## src/rtl/ccff_chain_loader_pkg.sv

```systemverilog
// ccff_chain_loader_pkg: shared state encoding and CRC-8 constants for the chain loader.
package ccff_chain_loader_pkg;
  typedef enum logic [1:0] {IDLE, LOAD, DONE} state_e;
  localparam logic [7:0] CRC_POLY = 8'h07;
  localparam logic [7:0] CRC_INIT = 8'h00;
  function automatic logic [7:0] crc8_step(input logic [7:0] c, input logic b);
    return (c << 1) ^ ((c[7] ^ b) ? CRC_POLY : 8'h00);
  endfunction
endpackage

```

## src/rtl/ccff_chain_loader_crc.sv

```systemverilog
// ccff_crc8_serial: bit-serial MSB-first CRC-8 with synchronous clear and enable.
module ccff_crc8_serial
  import ccff_chain_loader_pkg::*;
(
  input  logic       clk_i,
  input  logic       rst_i,
  input  logic       clr_i,
  input  logic       en_i,
  input  logic       bit_i,
  output logic [7:0] crc_o
);
  logic [7:0] crc_q, crc_d;
  always_comb crc_d = clr_i ? CRC_INIT : en_i ? crc8_step(crc_q, bit_i) : crc_q;
  always_ff @(posedge clk_i or posedge rst_i)
    if (rst_i) crc_q <= CRC_INIT;
    else crc_q <= crc_d;
  assign crc_o = crc_q;
endmodule

```

## src/rtl/ccff_chain_loader.sv

```systemverilog
// ccff_chain_loader: streams a word-wide bitstream MSB-first into a configuration
// flip-flop chain and CRCs the bits returned from the chain tail.
module ccff_chain_loader
  import ccff_chain_loader_pkg::*;
#(
  parameter int CHAIN_LEN = 64,
  parameter int WORD_W    = 8
) (
  input  logic              prog_clk,
  input  logic              prog_reset,
  input  logic              start,
  input  logic [WORD_W-1:0] s_data,
  input  logic              s_valid,
  output logic              s_ready,
  output logic              ccff_head,
  output logic              ccff_shift_en,
  input  logic              ccff_tail,
  output logic              busy,
  output logic              done,
  output logic [7:0]        tail_crc
);
  localparam int CNT_W = $clog2(CHAIN_LEN + 1);
  localparam int BC_W  = $clog2(WORD_W + 1);
  localparam logic [CNT_W-1:0] LEN = CNT_W'(CHAIN_LEN);
  state_e            state_q, state_d;
  logic [WORD_W-1:0] bits_q, bits_d;
  logic [BC_W-1:0]   bcnt_q, bcnt_d, take;
  logic [CNT_W-1:0]  acc_q, acc_d, sh_q, sh_d;
  logic [31:0]       rem;
  logic              load, xfer, clr;
  // A word is only credited with the bits still needed, so the tail of the final word is never shifted.
  always_comb begin
    load = state_q == LOAD;
    clr = state_q == IDLE && start;
    ccff_shift_en = load && bcnt_q != '0 && sh_q < LEN;
    ccff_head = ccff_shift_en & bits_q[WORD_W-1];
    s_ready = load && acc_q < LEN && (bcnt_q == '0 || (bcnt_q == BC_W'(1) && ccff_shift_en));
    xfer = s_valid && s_ready;
    rem = 32'(CHAIN_LEN) - 32'(acc_q);
    take = rem < 32'(WORD_W) ? BC_W'(rem) : BC_W'(WORD_W);
    busy = load;
    done = state_q == DONE;
  end
  always_comb begin
    sh_d = clr ? '0 : sh_q + CNT_W'(ccff_shift_en);
    acc_d = clr ? '0 : xfer ? acc_q + CNT_W'(take) : acc_q;
    bits_d = clr ? '0 : xfer ? s_data : ccff_shift_en ? bits_q << 1 : bits_q;
    bcnt_d = clr ? '0 : xfer ? take : bcnt_q - BC_W'(ccff_shift_en);
    state_d = clr ? LOAD : (load && sh_d == LEN) ? DONE : done ? IDLE : state_q;
  end
  always_ff @(posedge prog_clk or posedge prog_reset)
    if (prog_reset) begin
      state_q <= IDLE;
      bits_q <= '0;
      bcnt_q <= '0;
      acc_q <= '0;
      sh_q <= '0;
    end else begin
      state_q <= state_d;
      bits_q <= bits_d;
      bcnt_q <= bcnt_d;
      acc_q <= acc_d;
      sh_q <= sh_d;
    end
  ccff_crc8_serial u_crc (
    .clk_i(prog_clk),
    .rst_i(prog_reset),
    .clr_i(clr),
    .en_i (ccff_shift_en),
    .bit_i(ccff_tail),
    .crc_o(tail_crc)
  );
endmodule

```

## config.mk

```make
export PLATFORM = sky130hd
export DESIGN_NAME = ccff_chain_loader
export DESIGN_NICKNAME = d
export VERILOG_FILES = /design/src/rtl/ccff_chain_loader_pkg.sv /design/src/rtl/ccff_chain_loader_crc.sv /design/src/rtl/ccff_chain_loader.sv
export SDC_FILE = /design/constraint.sdc
export NUM_CORES = 1
export LEC_CHECK = 0
export BUFFER_PORTS_ARGS = -buffer_cell sky130_fd_sc_hd__buf_2
export CELL_PAD_IN_SITES_DETAIL_PLACEMENT = 1
export CELL_PAD_IN_SITES_GLOBAL_PLACEMENT = 1
export CORE_MARGIN = 2
export CORE_UTILIZATION = 30
export CTS_CLUSTER_SIZE = 16
export DETAILED_ROUTE_END_ITERATION = 16
export PLACE_DENSITY_LB_ADDON = 0.1
export REMOVE_ABC_BUFFERS = 1
export SETUP_SLACK_MARGIN = 0.05
export SYNTH_ARGS = -nofsm -noshare
export SYNTH_HDL_FRONTEND = slang
export SYNTH_SLANG_ARGS = --single-unit
```

## constraint.sdc

```tcl
create_clock -name prog_clk -period 3.1 [get_ports prog_clk]
set_input_delay 0.31 -clock prog_clk [delete_from_list [all_inputs] [get_ports prog_clk]]
set_output_delay 0.31 -clock prog_clk [all_outputs]
set_load 0.1 [all_outputs]
```

* After elaboration in Yosys (flattened, before gate mapping)
Index checks and enable logic that the tools add are counted.
** Storage, ports and cells
- Output and inout port bits :: 13
- Logic and storage cells :: 51
- Bits in registers :: 36
- Bits of input ports :: 13
** Operators by class
- Add/sub/neg operators :: 4
- Muxes and demuxes :: 15
- Order comparisons :: 3
- Reductions and logical operators :: 16
- Bitwise logic cells :: 3
- Eq/ne operators :: 4
** Operator list (number)
- $mux 8 :: 5
- $lt 32x4->1 const B :: 1
- $mux 7 :: 3
- $lt 7x7->1 const B :: 2
- $mux 4 :: 3
- $logic_and 1x1->1 :: 8
- $sub 7x7->8 const A :: 1
- $xor 8x8->8 :: 1
- $add 7x1->7 :: 1
- $add 7x4->7 :: 1
- $eq 7x7->1 const B :: 1
- $mux 2 :: 3
- $reduce_bool 3->1 :: 2
- $eq 4x1->1 const B :: 1
- $logic_not 4->1 :: 1
- $reduce_bool 2->1 :: 2
- $reduce_bool 4->1 :: 1
- $sub 4x1->4 :: 1
- $mux 3 :: 1
- $eq 2x1->1 const B :: 1
- $eq 2x2->1 const B :: 1
- $logic_not 2->1 :: 1
- $and 1x1->1 :: 1
- $logic_or 1x1->1 :: 1
- $xor 1x1->1 :: 1

* Logic depth before layout (Yosys ltp)
- Depth after elaboration :: 9
- Depth in mapped cells :: 10
- Depth with buffers taken out :: 10

* Modules after synthesis
From an unflattened synthesis, not the netlist that was laid out.
** Second synthesis, totals
- Cells, all modules :: 201
- Area, all modules :: 2024.4 sq um
** By module, submodules not included
- ccff_chain_loader :: times used 1, area each 1647.8 sq um, cells an instance 168, seq. area each 700.7 sq um
- ccff_crc8_serial :: times used 1, area each 376.6 sq um, cells an instance 33, seq. area each 200.2 sq um

* Least setup slack after synthesis
OpenSTA, ideal clock, no wires.
- Kind :: reg2out
- Start point :: register state_q[0]
- End point :: output s_ready
- Data arrival time :: 4.023 ns
- Path buffers :: 0
- Cell stages (with the launch flop) :: 4
- Slack :: -1.233 ns
- Path through :: dfrtp_1 nor2b_1 nand2_1 nor3_1
** Between the ends
- Cells in the longest elaborated chain, start to end :: 6
- Elaborated cells between the ends (all ways) :: 7
- Classes of those cells :: eq/ne (1); reduce/logical (6)
** RTL lines
- start: declaration :: line ccff_chain_loader.sv:25 : state_e state_q, state_d;
- start signal: assignment :: line ccff_chain_loader.sv:59 : state_q <= state_d;
- $eq 2x1->1 (*) :: line ccff_chain_loader.sv:33 : load = state_q == LOAD;
- via busy :: line ccff_chain_loader.sv:18 : output logic busy,
- $logic_and 1x1->1 (2 in a row) :: line ccff_chain_loader.sv:35 : ccff_shift_en = load && bcnt_q != '0 && sh_q < LEN;
- $logic_and 1x1->1 :: line ccff_chain_loader.sv:37 : s_ready = load && acc_q < LEN && (bcnt_q == '0 || (bcnt_q == BC_W'(1) && ccff_shift_en));
- $logic_or 1x1->1 :: line ccff_chain_loader.sv:37
- $logic_and 1x1->1 (*) :: line ccff_chain_loader.sv:37
- end: declaration :: line ccff_chain_loader.sv:14 : output logic s_ready,
Mark *: on every way through the listed nets, which the timed path passes. The rest lies on a longest branch.

* Worst setup path in the final report
- Start point :: register acc_q[1]
- End point :: register acc_q[5]
** Between the ends
- Cells in the longest elaborated chain, start to end :: 6
- Elaborated cells between the ends (all ways) :: 11
- Classes of those cells :: add/sub (2); order compare (2); mux (3); reduce/logical (4)
** RTL lines
- start: declaration :: line ccff_chain_loader.sv:28 : logic [CNT_W-1:0] acc_q, acc_d, sh_q, sh_d;
- start signal: assignment :: line ccff_chain_loader.sv:56 : acc_q <= '0;
- start signal: assignment :: line ccff_chain_loader.sv:62 : acc_q <= acc_d;
- $sub 7x7->8 :: line ccff_chain_loader.sv:39 : rem = 32'(CHAIN_LEN) - 32'(acc_q);
- $lt 32x4->1 :: line ccff_chain_loader.sv:40 : take = rem < 32'(WORD_W) ? BC_W'(rem) : BC_W'(WORD_W);
- $mux 4 :: line ccff_chain_loader.sv:40
- $add 7x4->7 :: line ccff_chain_loader.sv:46 : acc_d = clr ? '0 : xfer ? acc_q + CNT_W'(take) : acc_q;
- $mux 7 (2 in a row) :: line ccff_chain_loader.sv:46
Several ways; a longest one is shown, not always the timed one. The select of a mux whose other input is x is not followed.
A chain may end at the register's enable or synchronous reset.

==> impl_metrics.py <==
metrics = {
    "die": {
        "rows": 29,
        "die_y_um": 85.8,
        "core_area_sq_um": 6420,
        "die-area_sq_um": 7360,
        "pin_count": 26,
        "initial_utilization_pct": 31.2,
        "die_x_um": 85.8,
    },
    "worst_setup_path": {
        "crit_buf_inv": 0,
        "rrSetupSlack_ps": 410,
        "worstReg2RegStart": "acc_q[1]$_DFFE_PP0P_",
        "startpoint_type": "flop",
        "crit_path_end": "acc_q[5]$_DFFE_PP0P_",
        "cp_data_required_time_ps": 3310,
        "regToRegEndpoint": "acc_q[5]$_DFFE_PP0P_",
        "crit_chain": "or3_1, a211o_1, a21boi_0, ha_1, and3_1, a31o_2, a31oi_1, mux2i_1",
        "worstPathArrival_ps": 2900,
        "path_class": "flop to flop",
        "worstPathMaxFanout": 6,
        "crit_path_max_incr_delay_ps": 460,
        "cp_slowest_cell": "dfrtp_1",
        "cp-startpoint": "acc_q[1]$_DFFE_PP0P_",
        "reg2reg_depth": 8,
        "path_depth": 8,
        "cp_top_family": "compound AO/OA/AOI/OAI gates",
        "cp-end-kind": "flop",
    },
    "yosys": {
        "ys_seq_elements": 36,
        "synthTopCellsByArea": "dfrtp_1 (45%), nand2_1 (6.0%), ha_1 (5.0%), mux2i_1 (4.5%), xnor2_1 (3.5%)",
        "syn-cell-area_sq_um": 2010,
        "synth.top_cell.area_share_pct": 44.9,
        "synth_common_cells": "dfrtp_1 (36), nand2_1 (32), a21oi_1 (12), o21ai_0 (12), nor2_1 (11)",
        "ys_async_sr_fraction_pct": 100,
        "synth.most_common_cell": "dfrtp_1",
        "netlist.top_cell.by_area": "dfrtp_1",
        "ys_types": 43,
        "synth_edf_count": 0,
        "synth_flop_cell": "dfrtp_1",
        "synth_cells": 213,
        "synth_seq_area_share_pct": 44.9,
        "synth-warning-count": 0,
        "synth.avg_cell_area_sq_um": 9.42,
    },
    "clock_tree": {
        "tritoncts": "built",
        "cts_setup_buffers": 0,
        "cts_resized": 0,
        "clock_latency_ps": 290,
        "root_buffer": "clkbuf_8",
        "path_clk_slew_ps": 80,
        "clk_path_buf_depth": 2,
        "hold_buffers": 0,
        "numCtsBuffers": 5,
        "numClockSinks": 36,
        "cts-htree-levels": 2,
    },
    "sta": {
        "period_needed_ps": 2690,
        "slew_viol_final": 0,
        "rsz0062_at_grt": "no",
        "whs_ps": 143,
        "setup_violations": 0,
        "tightest_slew_ps": 752,
        "skew_ps": 7.85,
        "post-route-period-util_pct": 86.7,
        "relSlewSlack_pct": 49.8,
        "final-hold-violation-count": 0,
        "fmax_mhz": 372,
    },
    "route": {
        "drt_iter0_drc": 83,
        "highest_layer": "met4",
        "drt_pass1_iterations": 10,
        "wl_met3_um": 169,
        "routedWlPerCell_um": 14.8,
        "via_per_inst": 4.97,
        "wl_mm": 4.73,
        "wl_met2_mm": 2.20,
        "ant_nets": 0,
        "drt-met1-wl_mm": 2.29,
        "vias": 1590,
        "drc_errors": 3,
    },
    "global_routing": {
        "grt_use_total_pct": 14.5,
        "grt.overflow.total": 0,
        "grt_max_degree": 20,
        "grt_pass1_vias": 1734,
        "antenna_found_initial": 0,
        "grt_pass1_wl_mm": 8.41,
    },
    "flow_run": {
        "max-cap-violations": 0,
    },
    "placed_design": {
        "dp_hpwl_mm": 3.37,
        "place_area_sq_um": 2240,
        "port_buffers": 25,
        "gp_congestion": 0.771,
        "dpl.cell_count": 312,
    },
    "layout": {
        "nets": 264,
        "num-fill-cells": 765,
        "num_antenna_cells": 0,
        "fin_area_sq_um": 2360,
        "synthToLayoutAreaGrowth_pct": 17.9,
        "fin_cells": 320,
        "drive_gt1_share_pct": 18.5,
    },
    "min_path": {
        "hold_class": "input port to asynchronous set/reset pin",
    },
    "outcome": {
        "violations": "design-rule violations",
        "outcome": "complete, but fails checks",
    },
}
==> cells in the final DEF (no fill, tap or decap), drive strengths merged, types with 2 or more instances in the layout <==
cell type,Yosys,final
dfrtp,36,36
nand2,32,32
buf,5,30
o21ai,15,15
a21oi,12,12
nor2,11,11
mux2i,9,9
and2,9,9
inv,9,9
xnor2,8,8
ha,8,8
nand3,7,7
clkbuf,3,7
or3,6,6
nor3,4,4
nor3b,4,4
a211oi,3,3
a21o,3,3
o31ai,2,2
and3,2,2
a31o,2,2
nor2b,2,2
xor2,2,2
a31oi,2,2
nand4,2,2
or3b,2,2
==> how the worst min path moves through the flow <==
stage               start  cells after the start                         end
3_3_place_gp    s_data[0]                      3       bits_q[0]$_DFFE_PP0P_
3_5_place_dp   prog_reset                      2  u_crc.crc_o[6]$_DFFE_PP0P_
2_1_floorplan   s_data[0]                      2       bits_q[0]$_DFFE_PP0P_
5_1_grt        prog_reset                      2  u_crc.crc_o[7]$_DFFE_PP0P_
4_1_cts        prog_reset                      2  u_crc.crc_o[0]$_DFFE_PP0P_
6_report       prog_reset                      2           sh_q[0]$_DFF_PP0_
==> through the flow <==
step                util [%]  setup WS [ps]  TNS [ps]
finish                  36.8            412         0
global route            36.8            243         0
CTS                     36.8            424         0
detailed placement      34.9            470         0
global placement        34.9            521         0
floorplan                  -          -1230     -1230
==> state kept, by name (all words and copies together) (netlist names) <==
name	flops
bits_q	8
acc_q	7
bcnt_q	4
sh_q	7
u_crc.crc_o	8
state_q	2
==> kinds of logic after synthesis <==
group | synth area share, %
mux | 4.49
xor+xnor | 4.37
buf+inv | 3.49
fa+ha+maj | 5.99
simple gates | 22.0
compound gates | 14.8
flops | 44.9
==> worst reg2reg max path: cells and delay by family (launching register included) <==
kind	cells	cell delay, ps
compound gates	4	1040
fa+ha+maj	1	330
flops	1	460
mux	1	210
simple gates	2	570
==> cell type report <==
type / count / area (sq um) / area share, %
Timing Repair Buffer: 30 / 163 / 6.88
Tap cell: 77 / 96.3 / 4.07
Sequential cell: 36 / 901 / 38.1
Inverter: 9 / 33.8 / 1.43
Multi-Input combinational cell: 160 / 1040 / 44.2
Clock inverter: 1 / 30.0 / 1.27
Clock buffer: 7 / 96.3 / 4.07
==> layer usage <==
metal  global-route usage (%)  vias up
met5                        0        -
met2                     23.4       23
li1                         -      805
met1                     19.1      754
met4                     4.18        0
met3                     4.04        8
Power is left out: the tool's default activity adds up to more than one toggle a clock period on the data nets, which glitch-free logic cannot reach.
